==> config.mk <==
export PLATFORM = sky130hd
export DESIGN_NAME = wavelet_readout_rx
export DESIGN_NICKNAME = d
export VERILOG_FILES = /design/src/rtl/wavelet_readout_rx.sv
export SDC_FILE = /design/constraint.sdc
export NUM_CORES = 1
export LEC_CHECK = 0
export BUFFER_PORTS_ARGS = -buffer_cell sky130_fd_sc_hd__buf_2
export CAP_MARGIN = 20
export CORE_UTILIZATION = 52
export DETAILED_ROUTE_END_ITERATION = 10
export PLACE_DENSITY = 0.71
export SLEW_MARGIN = 20
export SYNTH_ARGS = -nofsm -noshare
export SYNTH_HDL_FRONTEND = slang
export SYNTH_SLANG_ARGS = --single-unit
==> constraint.sdc <==
create_clock -name clk_master -period 3.54 [get_ports clk_master]
set_clock_uncertainty 0.15 [all_clocks]
set_input_delay 0.708 -clock clk_master [delete_from_list [all_inputs] [get_ports clk_master]]
set_output_delay 0.708 -clock clk_master [all_outputs]
set_load 0.03 [all_outputs]
==> src/rtl/wavelet_readout_rx.sv <==
// Receive end of the wavelet core readout: decodes fb+/fb- codes per sample, integrates them over
// a WIN-sample window and hands each signed I/Q window sum out through a one-entry buffer.
module wavelet_readout_rx #(
    parameter int unsigned WIN   = 256,
    parameter int unsigned CNT_W = 8,
    parameter int unsigned ACC_W = 10
) (
    input  logic             clk_master,
    input  logic             rstb,
    input  logic             ud_en,
    input  logic             sample_en,
    input  logic             clr,
    input  logic [1:0]       read_out_I,
    input  logic [1:0]       read_out_Q,
    output logic [ACC_W-1:0] out_I,
    output logic [ACC_W-1:0] out_Q,
    output logic             out_valid,
    input  logic             out_ready,
    output logic             win_done,
    output logic             overrun,
    output logic             code_err
);

    typedef enum logic {StEmpty, StFull} buf_state_t;

    buf_state_t              buf_state;
    logic signed [ACC_W-1:0] acc_i;
    logic signed [ACC_W-1:0] acc_q;
    logic signed [ACC_W-1:0] dec_i;
    logic signed [ACC_W-1:0] dec_q;
    logic signed [ACC_W-1:0] sum_i;
    logic signed [ACC_W-1:0] sum_q;
    logic [CNT_W-1:0]        win_cnt;
    logic                    accept;
    logic                    last;
    logic                    illegal;

    // 2'b11 (both pulses at once) contributes nothing; it is only flagged.
    function automatic logic signed [ACC_W-1:0] decode(input logic [1:0] code);
        case (code)
            2'b01:   decode = {{(ACC_W-1){1'b0}}, 1'b1};
            2'b10:   decode = {ACC_W{1'b1}};
            default: decode = '0;
        endcase
    endfunction

    always_comb begin
        dec_i   = decode(read_out_I);
        dec_q   = decode(read_out_Q);
        sum_i   = acc_i + dec_i;
        sum_q   = acc_q + dec_q;
        accept  = ud_en & sample_en & ~clr;
        last    = accept & (win_cnt == CNT_W'(WIN - 1));
        illegal = accept & ((read_out_I == 2'b11) | (read_out_Q == 2'b11));
    end

    // Window integrator: the final sample's sum goes straight to the buffer, so the
    // accumulators restart at zero on that same edge and no sample is lost between windows.
    always_ff @(posedge clk_master or negedge rstb) begin
        if (!rstb) begin
            acc_i   <= '0;
            acc_q   <= '0;
            win_cnt <= '0;
        end else if (clr) begin
            acc_i   <= '0;
            acc_q   <= '0;
            win_cnt <= '0;
        end else if (accept) begin
            if (last) begin
                acc_i   <= '0;
                acc_q   <= '0;
                win_cnt <= '0;
            end else begin
                acc_i   <= sum_i;
                acc_q   <= sum_q;
                win_cnt <= win_cnt + CNT_W'(1);
            end
        end
    end

    always_ff @(posedge clk_master or negedge rstb) begin
        if (!rstb) begin
            win_done <= 1'b0;
            code_err <= 1'b0;
        end else begin
            win_done <= last;
            if (clr) begin
                code_err <= 1'b0;
            end else if (illegal) begin
                code_err <= 1'b1;
            end
        end
    end

    // Output buffer: a result arriving while full is only taken if the old one leaves on
    // the same edge; otherwise it is dropped and overrun latches.
    always_ff @(posedge clk_master or negedge rstb) begin
        if (!rstb) begin
            buf_state <= StEmpty;
            out_I     <= '0;
            out_Q     <= '0;
            out_valid <= 1'b0;
            overrun   <= 1'b0;
        end else if (clr) begin
            buf_state <= StEmpty;
            out_I     <= '0;
            out_Q     <= '0;
            out_valid <= 1'b0;
            overrun   <= 1'b0;
        end else begin
            case (buf_state)
                StEmpty: begin
                    if (last) begin
                        buf_state <= StFull;
                        out_I     <= sum_i;
                        out_Q     <= sum_q;
                        out_valid <= 1'b1;
                    end
                end
                StFull: begin
                    if (last) begin
                        if (out_ready) begin
                            out_I <= sum_i;
                            out_Q <= sum_q;
                        end else begin
                            overrun <= 1'b1;
                        end
                    end else if (out_ready) begin
                        buf_state <= StEmpty;
                        out_valid <= 1'b0;
                    end
                end
                default: begin
                    buf_state <= StEmpty;
                    out_valid <= 1'b0;
                end
            endcase
        end
    end

endmodule
==> results.md, run 1 <==
* Status: complete, but fails checks
* Failing checks: design-rule violations
* Diode count at 0
* HPWL after DPL at about 5500 um
* Hold Buf Count CTS at 0
* Worst-path clk slew at ~0.10 ns
* First-pass GRT wire length at ~13,000 um
* Synth top area cells: dfrtp_1, ha_1, xnor2_1
* Hold Crit Class: in2async
* Vias in the first global route at 2,720
* Wire per inst at about 17 um
* Slew Viols, Final at 0
* GPL Wtd Cong at between 0.8 and 0.9
* Largest net degree at the start of global routing at a little over 40
* Clock power share at 0.307
* Die X at 84.35 um
* Post-CTS setup buffers at 0
* Comb pwr share at 0.197
* CTS tree: yes
* Final setup TNS at 0 ns
* Vias at 2,815
* Switching Share at 0.3059
* Critical path required time at 3.59 ns
* Worst Path Max Fanout at 4
* I/O Pins at 34
* Mean Syn Cell Area at roughly 9.6 um^2
* Post-Syn Nets at ~400
* Fmax at approximately 360 MHz
* P_sw at 0.4351 mW
* Synth Flop Type: dfrtp_1
* Critical Path AT at around 2.8 ns
* Synth warn at 0
* Post_cts resized at 0
* CTS Buf Count at 5
* Int Pwr at a little under 1 mW
* Tcrit/Tclk final at 0.7895
* Bufs and invs on worst path at 3
* Htree depth at 2
* Count leader, synth: dfrtp_1
* Clock root buffer: clkbuf_8
* Gr usage total at 0.2304
* Core ar. at between 6000 and 7000 um^2
* Hold_ws at 0.2607 ns
* Worst setup path category: in2reg
* Critical-path cell list: buf_2, inv_1, ha_1, inv_1, ha_1, ha_1, and4b_1, a2111oi_4, o31ai_1, xor2_1, mux2_2
* Yosys top cell area share at 0.3762
* Chip height at around 84 um
* Syn Std Cell Area at about 3500 um^2
* Simple-gate area share of the yosys netlist at 0.2087
* CP top delay family: adder cells
* Multiplexer share of the synthesized area at 0.01774
* Setup violators final at 0
* Post-synth EDFFs at 0
* Initial core utilization at 0.5459
* CP Capture Type: flop
* First DRT Iteration DRCs at ~170
* First-pass detailed-route iteration total at 10
* Largest stage delay, worst path at around 0.42 ns
* Unrepaired setup endpoints after global routing: false
* Seq/Total Area, Yosys at 0.3762
* Flop2flop setup slack at roughly 1.1 ns
* CTS sink cnt at 53
* PnR worst setup slack at around 0.75 ns
* Cell Pwr Density at between 300 and 400 nW/um^2
* Path depth of the worst reg2reg path at 7
* Area Overhead vs Synth at 8.020%
* Fin. Hold Viols at 0
* Synthesis-stage register bit count at 53
* Yosys top cell by area: dfrtp_1
* Post-route ant nets at 0
* Slew headroom at 0.5282
* PortBufs at 33
* Worst path slowest cell: a2111oi_4
* Ys async rst share at 1.000
* Initial antenna violation count at 0
* Total gr overflow at 0
* Layout cells sized above 1 at 0.1740
* P_leak at around 1.8 nW
* Worst slack at placement at about 0.44 ns
* WL final at between 7000 and 8000 um
* Max Buffers Root-to-Sink at 2
* Total power at between 1 and 1.5 mW
* Most instantiated cells after synthesis: dfrtp_1, nand2_1, o21ai_0, xnor2_1, a21oi_1
* Critical Path Start Type: input port
* Total Die Area at approximately 7100 um^2
* Post-Synth XOR/XNOR Area at 0.07949
* Max-cap violations at 0
* Vias/cell at roughly 6
* WP depth at 11
* Unique masters post-synth at 60
* Reg-to-Reg Start: acc_q[1]
* Row count at 29
* Largest family of logic cells by synthesized area: compound AO/OA/AOI/OAI gates
* R2r endpoint: out_Q[8]
* Worst slew pin tran at 0.7077 ns
* CP dominant cell by count: ha_1
* Peak VDD IR at between 0.2 and 0.25 mV
* Post-route DRC at 2
* Tmin final at approximately 2.8 ns
* Clk Latency, worst-skew pair at 0.31 ns
* Gate Count Post-Synth at 369
* Flop pwr share at 0.497
* Complex-gate fraction of the synthesized area at 0.2108
* Final #Nets at between 400 and 500
* Fraction of the mapped netlist area in adder cells at 0.05323
-- layout by cell type (no fill, tap or decap), types with 9 or more instances in the layout --
cell type and instances:
buf_2 33, a22o_1 9, ha_1 15, nand2_1 31, nand3b_1 15, nor3_1 9
xor2_1 13, xnor2_1 19, o21ai_0 26, nor2_1 13, inv_1 9, dfrtp_1 53
a21oi_1 17
-- power by group through the flow --
stage / clock network (mW) / registers [mW] / logic [mW]
2_1_floorplan: 0 / 0.662 / 0.263
3_3_place_gp: 0 / 0.712 / 0.271
3_5_place_dp: 0 / 0.717 / 0.280
4_1_cts: 0.443 / 0.705 / 0.281
5_1_grt: 0.464 / 0.715 / 0.314
6_report: 0.436 / 0.707 / 0.280
-- state kept, by name (all words and copies together), names as in the netlist --
| register | cells |
|---|---|
| acc_i | 10 |
| acc_q | 10 |
| buf_state | 1 |
| code_err | 1 |
| out_I | 10 |
| out_Q | 10 |
| out_valid | 1 |
| overrun | 1 |
| win_cnt | 8 |
| win_done | 1 |
-- metal layers --
metal	up-vias	routed length, um	part of all wire	GRT usage
met4	0	91	0.012	0.05239
met1	1374	3757	0.48	0.3211
met3	11	250	0.032	0.03048
li1	1371	-	-	-
met5	-	0	0	0
met2	59	3701	0.47	0.3852
-- cells by family after synthesis --
family,after synthesis
simple gates,121
compound gates,101
flops,53
buf+inv,41
xor+xnor,32
fa+ha+maj,15
mux,6
-- area by class of cell --
type,count,area [um^2]
clock buffer,6,82.58
multi-input combinational,275,2014
tap,77,96.34
clock inverter,2,37.54
sequential,53,1326
inverter,9,33.78
fill,589,2650
timing repair buffer,40,217.7
-- metrics by stage --
stage / cell area, um^2 / util / std cells
after floorplan: 3526 / - / 369
after global placement: 3689 / 0.5711 / 454
after detailed placement: 3689 / 0.5711 / 454
after CTS: 3809 / 0.5897 / 462
after global routing: 3809 / 0.5897 / 462
final: 3809 / 0.5897 / 462
-- worst max-delay path by stage --
stage / slack [ns] / startpoint / endpoint
6_report: 0.75 / read_out_Q[0] / out_Q[8]
2_1_floorplan: 0.31 / read_out_Q[0] / out_Q[8]
4_1_cts: 0.76 / read_out_Q[0] / out_Q[8]
3_5_place_dp: 0.44 / read_out_Q[0] / out_Q[8]
3_3_place_gp: 0.51 / read_out_Q[0] / out_Q[8]
5_1_grt: 0.62 / read_out_Q[0] / out_Q[8]
No activity file was read; power rests on OpenSTA's default activity.
==> inputs of run 2 (changes only) <==
==> constraint.sdc (replaced) <==
create_clock -name clk_master -period 2.6 [get_ports clk_master]
set_clock_uncertainty 0.15 [all_clocks]
set_input_delay 0.52 -clock clk_master [delete_from_list [all_inputs] [get_ports clk_master]]
set_output_delay 0.52 -clock clk_master [all_outputs]
set_load 0.03 [all_outputs]
==> results.md, run 2 (synthesized netlist as in run 1, its figures left out) <==
* Status: complete, but fails checks
* Failing checks: design-rule violations
* Commonest non-fill, non-tap cell in the layout: dfrtp_1
* Slew headroom at 0.6705
* Gr usage total at 0.2374
* Reg-to-Reg Start: win_cnt[0]
* Unrepaired setup endpoints after global routing: false
* Die X at 84.35 um
* Max-cap violations at 0
* Clk Latency, worst-skew pair at 0.30 ns
* Worst-path clk slew at roughly 0.09 ns
* WL final at between 7000 and 8000 um
* CTS Buf Count at 5
* CTS sink cnt at between 50 and 60
* Vias at just under 3,000
* Comb pwr share at 0.231
* Worst slew pin tran at between 0.4 and 0.5 ns
* Htree depth at 2
* Tcrit/Tclk final at 0.9625
* Hold Buf Count CTS at 0
* Core ar. at roughly 6500 um^2
* CP Capture Type: flop
* Setup violators final at 0
* First-pass GRT wire length at 13,570 um
* P_leak at a little over 2 nW
* I/O Pins at 34
* Vias/cell at roughly 5.9
* Critical path required time at approximately 2.6 ns
* P_sw at a little under 0.6 mW
* Clock power share at 0.278
* Flop pwr share at 0.491
* Flop2flop setup slack at roughly 0.25 ns
* Final #Nets at approximately 450
* Clock root buffer: clkbuf_8
* Max Buffers Root-to-Sink at 2
* Post-route ant nets at 0
* Fin. Hold Viols at 0
* Cell Pwr Density at ~470 nW/um^2
* Int Pwr at 1.356 mW
* Initial core utilization at 0.5459
* Area Overhead vs Synth at 18.10%
* R2r endpoint: out_I[9]
* Peak VDD IR at around 0.3 mV
* Chip height at about 84 um
* Initial antenna violation count at 0
* Worst setup path category: in2reg
* Post-CTS setup buffers at 0
* Hold_ws at roughly 0.026 ns
* First-pass detailed-route iteration total at 7
* HPWL after DPL at 5842 um
* Layout cells sized above 1 at 0.2695
* Slew Viols, Final at 0
* Vias in the first global route at 2,900
* CTS tree: yes
* Total Die Area at around 7100 um^2
* PortBufs at 33
* Switching Share at 0.3026
* Hold Crit Class: in2async
* Total power at 1.944 mW
* GPL Wtd Cong at 0.8167
* Post-route DRC at 3
* Row count at 29
* Path depth of the worst reg2reg path at 6
* Wire per inst at ~16 um
* Critical Path AT at 2.54 ns
* Fmax at 399.6 MHz
* Fillers at ~550
* Tmin final at 2.502 ns
* CP startpoint: read_out_Q[0]
* First DRT Iteration DRCs at around 190
* Largest net degree at the start of global routing at between 50 and 60
* Most frequent cells in the layout: dfrtp_1, buf_4, buf_2, nand2_1, o21ai_0
* Critical Path Start Type: input port
* Crit path to: out_Q[8]
* Diode count at 0
* Total gr overflow at 0
* Worst Path Max Fanout at 3
==> run 2: cell count changes in the layout (fill, tap and decap cells not counted), moves of 2 or more <==
cell / change
ha_1: -5
o21ai_1: +4
inv_1: -2
buf_4: +39
ha_4: +2
ha_2: +3
o21ai_0: -4
==> run 2: worst min-delay path by stage <==
stage	start	endpoint	slack (ns)	cells past startpoint
6_report	rstb	acc_q[5]	0.03	2
5_1_grt	rstb	acc_q[5]	0.06	2
4_1_cts	rstb	acc_q[5]	0.05	2
3_5_place_dp	out_Q[2]	out_Q[2]	0.31	1
3_3_place_gp	out_Q[2]	out_Q[2]	0.31	1
2_1_floorplan	rstb	acc_i[0]	0.07	0
==> run 2: timing repair <==
action | in CTS | in global routing
endpoints found under the setup margin | 0 | 5
gates resized for setup | 0 | 8
hold endpoints to repair | 0 | 0
==> run 2: area by class of cell <==
| type | instances | area (um^2) | area share |
|---|---|---|---|
| multi-input cells | 275 | 2063 | 0.4955 |
| inverters | 9 | 48.80 | 0.01172 |
| clock inverters | 2 | 35.03 | 0.008413 |
| clock buffers | 5 | 68.82 | 0.01653 |
| flip-flops and latches | 53 | 1326 | 0.3185 |
| repair buffers | 79 | 525.5 | 0.1262 |
| well taps | 77 | 96.34 | 0.02314 |
==> run 2: layer usage <==
metal	global-route usage	vias to the layer above	share of wire	wire length [um]
met2	0.4069	58	0.48	3767
met5	0	-	0	0
met1	0.3139	1443	0.48	3828
met4	0.06471	0	0.013	103
met3	0.03835	12	0.029	226
li1	-	1449	-	-
==> run 2: worst max-delay path: stages <==
cell and delay (ns):
buf_4 0.13, inv_12 0.03, ha_1 0.27, inv_1 0.04, ha_2 0.17, ha_2 0.19, and4b_1 0.23, a2111oi_4 0.37
o31ai_2 0.13, xor2_1 0.18, mux2_4 0.27
==> run 2: per-stage QoR <==
stage	std cells	area [um^2]	setup TNS (ns)	util	worst slack [ns]
2_1_floorplan	369	3601	-0.7009	-	-0.2393
3_5_place_dp	493	4043	-3.544	0.6259	-0.3021
4_1_cts	500	4146	0	0.6420	0.02433
5_1_grt	500	4164	0	0.6447	0.007084
3_3_place_gp	493	4043	-2.155	0.6259	-0.2401
6_report	500	4164	0	0.6447	0.09750
==> run 2: power by group through the flow <==
stage               sequential [mW]  clock (mW)  combinational (mW)
floorplan                     0.902           0               0.368
global placement              0.966           0               0.426
finish                        0.954       0.540               0.449
detailed placement            0.968           0               0.444
CTS                           0.952       0.553               0.447
global route                  0.968       0.585               0.499
==> inputs of run 3 (changes only) <==
--- a/config.mk
+++ b/config.mk
@@ -10,6 +10,7 @@
 export CORE_UTILIZATION = 52
 export DETAILED_ROUTE_END_ITERATION = 10
 export PLACE_DENSITY = 0.71
+export REMOVE_ABC_BUFFERS = 1
 export SLEW_MARGIN = 20
 export SYNTH_ARGS = -nofsm -noshare
 export SYNTH_HDL_FRONTEND = slang
==> results.md, run 3 (synthesized netlist as in run 1, its figures left out) <==
* Fin. Hold Viols at 18
* Core ar. at ~6500 um^2
* Failing checks: design-rule violations, negative hold slack
* Worst path slowest cell: a2111oi_4
* Worst-path clk slew at around 0.1 ns
* Slew headroom at 0.6685
* Chip height at roughly 84 um
* Post-route DRC at 4
* Fmax at roughly 400 MHz
* Hold Buf Count CTS at 0
* Post_cts resized at 0
* Fillers at about 570
* Clk Latency, worst-skew pair at 0.31 ns
* Vias in the first global route at around 2,800
* Flop pwr share at 0.469
* Slew Viols, Final at 0
* Wire per inst at about 16 um
* Total Die Area at just over 7000 um^2
* Largest stage delay, worst path at about 0.45 ns
* Htree depth at 2
* First DRT Iteration DRCs at roughly 160
* First-pass GRT wire length at between 10,000 and 15,000 um
* Peak VDD IR at 0.2747 mV
* HPWL after DPL at 5613 um
* Critical Path Start Type: input port
* CTS sink cnt at 53
* Area Overhead vs Synth at 15.37%
* CTS tree: yes
* First-pass detailed-route iteration total at 11
* Worst slew pin tran at 0.4895 ns
* Sequential cell area at about 1300 um^2
* Final #Nets at 432
* Max Buffers Root-to-Sink at 2
* GPL Wtd Cong at ~0.86
* Hold_ws at -0.01238 ns
* Critical path required time at approximately 2.7 ns
* Largest net degree at the start of global routing at 22
* Layout cells sized above 1 at 0.2475
* Row count at 29
* Multi-input logic area at between 2000 and 2500 um^2
* Post-route ant nets at 0
* Final setup TNS at 0 ns
* PortBufs at 33
* Most frequent cells in the layout: dfrtp_1, buf_2, nand2_1, buf_4, o21ai_0
* Post-CTS setup buffers at 0
* P_leak at 1.954 nW
* Hold Crit Class: in2async
* CP Capture Type: flop
* Cell Pwr Density at a little over 500 nW/um^2
* Initial antenna violation count at 0
* Comb pwr share at 0.207
* Switching Share at 0.2952
* Tcrit/Tclk final at 0.9614
* Tmin final at ~2.5 ns
* Initial core utilization at 0.5459
* WL final at around 7800 um
* Critical Path AT at between 2 and 3 ns
* Setup violators final at 0
* CP dominant cell by count: ha_4
* Total gr overflow at 0
* Vias at approximately 2,900
* Int Pwr at roughly 1.4 mW
* Vias/cell at about 6
* Worst setup path category: in2reg
* Reg-to-Reg Start: acc_q[1]
* I/O Pins at 34
* Total power at slightly above 2 mW
* Status: complete, but fails checks
* Critical-path cell list: buf_2, inv_2, ha_4, inv_2, ha_4, ha_4, and4bb_2, a2111oi_4, o31ai_2, xor2_1, mux2_2
* Diode count at 0
* Die X at ~84 um
* Clock power share at 0.324
* Gr usage total at 0.2335
* Max-cap violations at 0
* CTS Buf Count at 5
* P_sw at 0.6041 mW
* CP startpoint: read_out_Q[0]
* Commonest non-fill, non-tap cell in the layout: dfrtp_1
* Worst Path Max Fanout at 3
* Clock root buffer: clkbuf_8
[run 3: cell types whose count changed in the layout (fill, tap and decap cells not counted)]
| cell | delta |
|---|---|
| buf_12 | -1 |
| ha_4 | +2 |
| ha_2 | -1 |
| inv_2 | +2 |
| bufinv_16 | +1 |
| buf_4 | -16 |
| o31ai_2 | +1 |
| mux2_2 | +1 |
| o31ai_1 | -1 |
| mux2_4 | -1 |
| ha_1 | -1 |
| buf_2 | +1 |
| inv_12 | -1 |
| inv_4 | -1 |
[run 3: path summary, 6_finish.rpt]
check / endpoint / slack, ns / depth (start not counted)
max: out_Q[8] / 0.10 / 11
min: out_I[7] / -0.01 / 1
max reg2reg: out_Q[8] / 0.18 / 7
min reg2reg: out_Q[2] / 0.35 / 1
max in group asynchronous: win_cnt[6] / 1.66 / 2
min in group clk_master: out_Q[2] / 0.35 / 1
[run 3: routing by layer]
layer	global-route usage	wire length (um)	vias to the layer above
met1	0.3178	3725	1390
met2	0.3972	3817	41
met3	0.02753	155	11
met4	0.06317	115	0
li1	-	-	1411
met5	0	0	-
[run 3: through the flow]
step	instance area [um^2]	setup WS [ns]	utilization	cells	hold slack [ns]
floorplan	3369	-0.3717	-	337	0.07441
global route	4068	-0.007064	0.6298	485	0.02799
global placement	3861	-0.1805	0.5978	477	0.3081
CTS	3995	0.06211	0.6186	485	0.0003870
detailed placement	3861	-0.2735	0.5978	477	0.3360
finish	4068	0.1004	0.6298	485	-0.01238
[run 3: critical path: cells and delay by family]
kind,cells,cell delay (ns)
fa+ha+maj,3,0.56
xor+xnor,1,0.19
mux,1,0.27
simple gates,1,0.23
compound gates,2,0.59
buf+inv,3,0.19
[run 3: power by group through the flow]
stage | Combinational (mW) | Clock (mW) | Sequential (mW)
2_1_floorplan | 0.282 | 0 | 0.948
4_1_cts | 0.411 | 0.679 | 0.956
5_1_grt | 0.475 | 0.700 | 0.974
3_3_place_gp | 0.393 | 0 | 0.969
6_report | 0.424 | 0.663 | 0.959
3_5_place_dp | 0.408 | 0 | 0.972
[run 3: layout make-up]
cell class / count / area share
multi-input cells: 275 / 0.5131
flip-flops and latches: 53 / 0.3261
repair buffers: 63 / 0.09597
well taps: 77 / 0.02369
clock buffers: 5 / 0.01692
clock inverters: 3 / 0.01600
inverters: 9 / 0.008305
